**config.mk**
```make
export PLATFORM = sky130hd
export DESIGN_NAME = ball_motion
export DESIGN_NICKNAME = d
export VERILOG_FILES = /design/src/rtl/ball_motion.sv
export SDC_FILE = /design/constraint.sdc
export NUM_CORES = 1
export LEC_CHECK = 0
export ABC_CLOCK_PERIOD_IN_PS = 7050
export BUFFER_PORTS_ARGS = -buffer_cell sky130_fd_sc_hd__buf_2
export CAP_MARGIN = 20
export CORE_AREA = 3 3 84 86
export DETAILED_ROUTE_END_ITERATION = 7
export DIE_AREA = 0 0 87 89
export PLACE_DENSITY = 0.77
export SYNTH_ARGS = -nofsm -noshare
export SYNTH_HDL_FRONTEND = slang
export SYNTH_SLANG_ARGS = --single-unit
export TNS_END_PERCENT = 5
```
**constraint.sdc**
```tcl
create_clock -name clk -period 7.05 [get_ports clk]
set_input_delay 0.705 -clock clk [delete_from_list [all_inputs] [get_ports clk]]
set_output_delay 0.705 -clock clk [all_outputs]
set_load 0.05 [all_outputs]
```
**src/rtl/ball_motion.sv**
```systemverilog
// Ball position/bounce/score sequencer; outputs register on the frame tick (vcount==SCREEN_H, hcount==0).
// Latency one clock from tick, no backpressure: x/y hold a full frame, score pulses last one clock.
module ball_motion #(
    parameter int SCREEN_W     = 640,
    parameter int SCREEN_H     = 480,
    parameter int BALL_SIZE    = 32,
    parameter int SPEED        = 4,
    parameter int PAD_L_X      = 16,
    parameter int PAD_R_X      = 608,
    parameter int PAD_W        = 16,
    parameter int PAD_H        = 96,
    parameter int PAUSE_FRAMES = 60
) (
    input  logic        clk,
    input  logic        rst_n,
    input  logic [10:0] hcount,
    input  logic [9:0]  vcount,
    input  logic [9:0]  paddle_l_y,
    input  logic [9:0]  paddle_r_y,
    input  logic        serve,
    output logic [10:0] x,
    output logic [9:0]  y,
    output logic        in_play,
    output logic        score_l,
    output logic        score_r
);

    localparam logic [10:0] X_CENTRE   = 11'((SCREEN_W - BALL_SIZE) / 2);
    localparam logic [9:0]  Y_CENTRE   = 10'((SCREEN_H - BALL_SIZE) / 2);
    localparam logic [11:0] Y_MAX      = 12'(SCREEN_H - BALL_SIZE);
    localparam logic [11:0] SP         = 12'(SPEED);
    localparam logic [11:0] BS         = 12'(BALL_SIZE);
    localparam logic [11:0] PH         = 12'(PAD_H);
    localparam logic [11:0] L_PLANE    = 12'(PAD_L_X + PAD_W + SPEED);
    localparam logic [11:0] L_STOP     = 12'(PAD_L_X + PAD_W);
    localparam logic [11:0] R_PLANE    = 12'(PAD_R_X);
    localparam logic [11:0] R_STOP     = 12'(PAD_R_X - BALL_SIZE);
    localparam logic [9:0]  TICK_LINE  = 10'(SCREEN_H);
    localparam logic [7:0]  PAUSE_LAST = 8'(PAUSE_FRAMES - 1);

    typedef enum logic [1:0] {
        IDLE  = 2'd0,
        PLAY  = 2'd1,
        PAUSE = 2'd2
    } state_t;

    state_t      state_q;
    logic [10:0] x_q;
    logic [9:0]  y_q;
    logic        dx_left_q;
    logic        dy_up_q;
    logic [7:0]  cnt_q;
    logic        in_play_q;
    logic        score_l_q;
    logic        score_r_q;

    logic        tick;
    logic [11:0] x12, y12, pl12, pr12;
    logic        ovl_l, ovl_r;
    logic [10:0] x_d;
    logic [9:0]  y_d;
    logic        dx_left_d, dy_up_d;
    logic        miss_left, miss_right;

    always_comb begin
        tick = (vcount == TICK_LINE) && (hcount == 11'd0);
        x12  = {1'b0, x_q};
        y12  = {2'b0, y_q};
        pl12 = {2'b0, paddle_l_y};
        pr12 = {2'b0, paddle_r_y};
        // Overlap uses the pre-move y so a paddle hit is judged where the ball is now.
        ovl_l = (y12 + BS > pl12) && (y12 < pl12 + PH);
        ovl_r = (y12 + BS > pr12) && (y12 < pr12 + PH);

        y_d     = y_q;
        dy_up_d = dy_up_q;
        if (dy_up_q) begin
            if (y12 < SP) begin
                y_d     = 10'd0;
                dy_up_d = 1'b0;
            end else begin
                y_d = 10'(y12 - SP);
            end
        end else begin
            if (y12 + SP > Y_MAX) begin
                y_d     = 10'(Y_MAX);
                dy_up_d = 1'b1;
            end else begin
                y_d = 10'(y12 + SP);
            end
        end

        x_d        = x_q;
        dx_left_d  = dx_left_q;
        miss_left  = 1'b0;
        miss_right = 1'b0;
        if (dx_left_q) begin
            if (x12 <= L_PLANE) begin
                if (ovl_l) begin
                    x_d       = 11'(L_STOP);
                    dx_left_d = 1'b0;
                end else begin
                    miss_left = 1'b1;
                end
            end else begin
                x_d = 11'(x12 - SP);
            end
        end else begin
            if (x12 + BS + SP >= R_PLANE) begin
                if (ovl_r) begin
                    x_d       = 11'(R_STOP);
                    dx_left_d = 1'b1;
                end else begin
                    miss_right = 1'b1;
                end
            end else begin
                x_d = 11'(x12 + SP);
            end
        end
    end

    always_ff @(posedge clk) begin
        if (!rst_n) begin
            state_q   <= IDLE;
            x_q       <= X_CENTRE;
            y_q       <= Y_CENTRE;
            dx_left_q <= 1'b0;
            dy_up_q   <= 1'b0;
            cnt_q     <= 8'd0;
            in_play_q <= 1'b0;
            score_l_q <= 1'b0;
            score_r_q <= 1'b0;
        end else begin
            score_l_q <= 1'b0;
            score_r_q <= 1'b0;
            if (tick) begin
                case (state_q)
                    IDLE: begin
                        x_q <= X_CENTRE;
                        y_q <= Y_CENTRE;
                        if (serve) begin
                            state_q   <= PLAY;
                            in_play_q <= 1'b1;
                        end
                    end
                    PLAY: begin
                        if (miss_left || miss_right) begin
                            // Relaunch toward the side that just conceded.
                            x_q       <= X_CENTRE;
                            y_q       <= Y_CENTRE;
                            dx_left_q <= miss_left;
                            dy_up_q   <= 1'b0;
                            cnt_q     <= 8'd0;
                            in_play_q <= 1'b0;
                            score_l_q <= miss_right;
                            score_r_q <= miss_left;
                            state_q   <= PAUSE;
                        end else begin
                            x_q       <= x_d;
                            y_q       <= y_d;
                            dx_left_q <= dx_left_d;
                            dy_up_q   <= dy_up_d;
                        end
                    end
                    PAUSE: begin
                        if (cnt_q == PAUSE_LAST) begin
                            cnt_q   <= 8'd0;
                            state_q <= IDLE;
                        end else begin
                            cnt_q <= cnt_q + 8'd1;
                        end
                    end
                    default: begin
                        state_q   <= IDLE;
                        in_play_q <= 1'b0;
                    end
                endcase
            end
        end
    end

    assign x       = x_q;
    assign y       = y_q;
    assign in_play = in_play_q;
    assign score_l = score_l_q;
    assign score_r = score_r_q;

endmodule

```
==> results_dict.tcl <==
set metrics [dict create \
    syn_to_final_growth_pct 11.36 \
    synth_flop_cell "dfxtp_1" \
    hold_violations 0 \
    n_antenna_cell 0 \
    grt_max_degree 20 \
    startpoint "y[5]" \
    worstSetupPathType "reg2reg" \
    peakVddDrop_mv 0.1263 \
    ys_ff_latch 32 \
    wl_per_cell_um 16.00 \
    coreArea_mm2 0.006350 \
    clock_sinks 32 \
    clock_latency_ps 290 \
    vias 3685 \
    timing.rr.end "x[6]" \
    root_buffer "clkbuf_8" \
    wl_met3_um 492 \
    worst-path-stages 11 \
    gp_congestion 0.9334 \
    grt_pass1_vias 3236 \
    muxShareOfSynthArea_pct 0.6191 \
    cts_hold_buf 0 \
    row_count 29 \
    powerDensity_mw_per_mm2 101.1 \
    met2WireLength_um 4571 \
    routed_wl_um 9505 \
    synth_top_family_by_area "compound AO/OA/AOI/OAI gates" \
    gr-usage-all-layers_pct 24.27 \
    drive_gt1_share_pct 16.63 \
    path_cells "inv_1 -> ha_1 -> ha_1 -> and3_1 -> a21boi_0 -> o221ai_1 -> and3_1 -> nor2_1 -> nand2_4 -> or2_1 -> o31ai_2" \
    rsz0062_at_grt "no" \
    post_cts_buffers 0 \
    cts_tree "yes" \
    viasPerCell 6.204 \
    layout.nets 597 \
    worstRegToRegCells 11 \
    dp_hpwl_um 7131 \
    layout_min_cycle_time_ps 3554 \
    fmax_mhz 281.4 \
    worstPathArrival_ps 3760 \
    path_max_fanout 13 \
    first_pass_iters 5 \
    relSlewSlack_pct 46.38 \
    yosys_warnings 0 \
    p_switching_mw 0.1006 \
    top_layer_used "met4" \
    synth-edff-count 0 \
    remaining_drc_errors 0 \
    die_w_um 87 \
    syn_area_mm2 0.003436 \
    synth_cell_types 77 \
    cts_made_buffers 5 \
    die_area_mm2 0.007743 \
    worst_pin_slew_ps 798.2 \
    synthCells 469 \
    worstSetupEndpointType "flop" \
    clk_path_buf_depth 2 \
    slowest_delay_ps 660 \
    p_clk_share_pct 37.2 \
    setup_viol_count_final 0 \
    drt_iter0_markers 196 \
    worstPathRequired_ps 7250 \
    grt_pass1_wl_um 15350 \
    start_kind "flop" \
    synthSimpleGateAreaFrac_pct 26.88 \
    skew_ps 6.720 \
    ys_seq_area_share_pct 18.65 \
    ant_nets 0 \
    seqPwrFrac_pct 47.3 \
    ctsHtreeMaxLevel 2 \
    fin_tns_setup_ps 0 \
    cts.clk_slew.worst_paths_ps 60 \
    wl_met1_um 4350 \
    cp_top_family "simple AND/OR/NAND/NOR gates" \
    comb_power_share_pct 15.5 \
    endpoint "x[6]" \
    finalCritPeriodShare_pct 50.41 \
    crit-reg2reg-launch "y[5]" \
    p_sw_share_pct 26.00 \
    hold-worst-slack_ps 508.7 \
    synth_compound_area_share_pct 28.26 \
    reg2reg_slack_ps 3500 \
    worstHoldPathType "reg2reg" \
    drv_cap 0 \
    ys_async_sr_fraction_pct 0 \
    drv_slew 0 \
    die_y_um 89 \
    ios 68 \
    syn_avg_cell_area_um2 7.326 \
    overflow 0 \
    synth_xor_area_share_pct 4.588 \
    postCtsResizedCells 0 \
    synthAdderAreaFrac_pct 13.47 \
    numPortBuffers 63 \
    crit_buf_inv 1 \
    antenna_found_initial 0 \
    p_leak_nw 1.650 \
    outcome "finished, final reports clean" \
    p_int_mw 0.2862 \
    initial_core_util_pct 54.11 \
    crit_path_top_delay_cell "dfxtp_1" \
]
-- cells in the mapped netlist (3+ instances only) --
master,count,area share (%)
or2_1,3,0.55
nand2b_1,3,0.55
ha_1,37,13
buf_2,6,0.87
nand3_1,23,3.4
a31oi_1,11,2.0
a22o_1,3,0.76
and3_1,9,1.6
a22oi_1,3,0.66
o21ai_1,6,0.87
nand2_1,43,4.7
nand4_1,7,1.3
or4_1,5,1.1
a221oi_1,4,1.0
o31ai_1,3,0.66
nor3_1,17,2.5
a21oi_1,36,5.2
o311a_1,3,0.87
xnor2_1,10,2.5
o221ai_1,3,0.76
buf_4,5,1.1
o21ai_0,14,2.0
inv_1,33,3.6
o21a_1,5,1.1
clkbuf_1,14,1.5
a211oi_1,4,0.87
xor2_1,8,2.0
nor2_1,39,4.3
nor4_1,7,1.3
dfxtp_1,32,19
and2_1,5,0.91
o211ai_1,7,1.5
-- state kept, by name, indices dropped and copies added (netlist names) --
register / count
dx_left_q: 1
score_r: 1
cnt_q: 8
dy_up_q: 1
state_q: 2
y: 8
x: 9
in_play: 1
score_l: 1
-- through the flow --
| stage | area (µm²) | setup WS [ps] | utilization, % | power [mW] | instances |
|---|---|---|---|---|---|
| CTS | 3821 | 3559 | 60.18 | 0.3875 | 593 |
| detailed placement | 3731 | 3539 | 58.76 | 0.2453 | 585 |
| finish | 3826 | 3496 | 60.26 | 0.3868 | 594 |
| floorplan | 3447 | 3609 | - | 0.2255 | 472 |
| global route | 3826 | 3270 | 60.26 | 0.4034 | 594 |
| global placement | 3731 | 3664 | 58.76 | 0.2433 | 585 |
-- power groups by stage --
| stage | registers (mW) | logic, mW | clock network, mW |
|---|---|---|---|
| 2_1_floorplan | 0.185 | 0.0401 | 0 |
| 5_1_grt | 0.183 | 0.0671 | 0.154 |
| 4_1_cts | 0.183 | 0.0592 | 0.146 |
| 6_report | 0.183 | 0.0599 | 0.144 |
| 3_5_place_dp | 0.187 | 0.0586 | 0 |
| 3_3_place_gp | 0.187 | 0.0567 | 0 |
-- final cells by class --
class                           count  area [µm²]
Clock buffer                        8       90.09
Fill cell                         602        2524
Timing Repair Buffer               64       320.3
Multi-Input combinational cell    379        2551
Sequential cell                    32       640.6
Tap cell                           77       96.34
Inverter                           34       127.6
-- layer usage --
| metal | global-route usage (%) | up-vias |
|---|---|---|
| li1 | - | 1839 |
| met2 | 38.85 | 108 |
| met4 | 4.958 | 0 |
| met3 | 4.055 | 9 |
| met1 | 34.41 | 1729 |
| met5 | 0 | - |
-- worst min-delay path, stage by stage, from the launching register on --
cell	delay, ps
dfxtp_1	330
nand2_1	80
o21bai_1	60
-- kinds of logic (layout without fill, tap and decap cells) --
logic type,count (synthesis),after routing
buffers and inverters,61,106
other,1,4
DFF,32,32
and+or+nand+nor,180,180
AOI/OAI and AO/OA,138,138
muxes,2,2
xor gates and xnor gates,18,18
adders and majority gates,37,37
-- cell usage in the layout (no fill, tap or decap), types with 3 or more instances in the layout --
cell type and count:
or4_1 5, a22oi_1 3, o21ai_0 14, o311a_1 3, xor2_1 8, nand3_1 23, inv_1 33, o221ai_1 3
dfxtp_1 32, a22o_1 3, o211ai_1 7, o21a_1 5, nor2_1 39, ha_1 37, and2_1 5, nor3_1 17
a21oi_1 36, and3_1 9, a211oi_1 4, clkbuf_8 6, a31oi_1 11, o31ai_1 3, nand2b_1 3, conb_1 4
or2_1 3, nand2_1 43, buf_2 63, nor4_1 7, o21ai_1 6, a221oi_1 4, xnor2_1 10, nand4_1 7
-- worst min path at each step --
| stage | from | to | slack, ps | cells after the start |
|---|---|---|---|---|
| floorplan | cnt_q[7] | cnt_q[7] | 460 | 2 |
| global placement | cnt_q[7] | cnt_q[7] | 480 | 2 |
| detailed placement | cnt_q[7] | cnt_q[7] | 490 | 2 |
| CTS | cnt_q[7] | cnt_q[7] | 500 | 2 |
| global route | cnt_q[7] | cnt_q[7] | 520 | 2 |
| finish | cnt_q[7] | cnt_q[7] | 510 | 2 |
(Power assumes the default switching activity.)
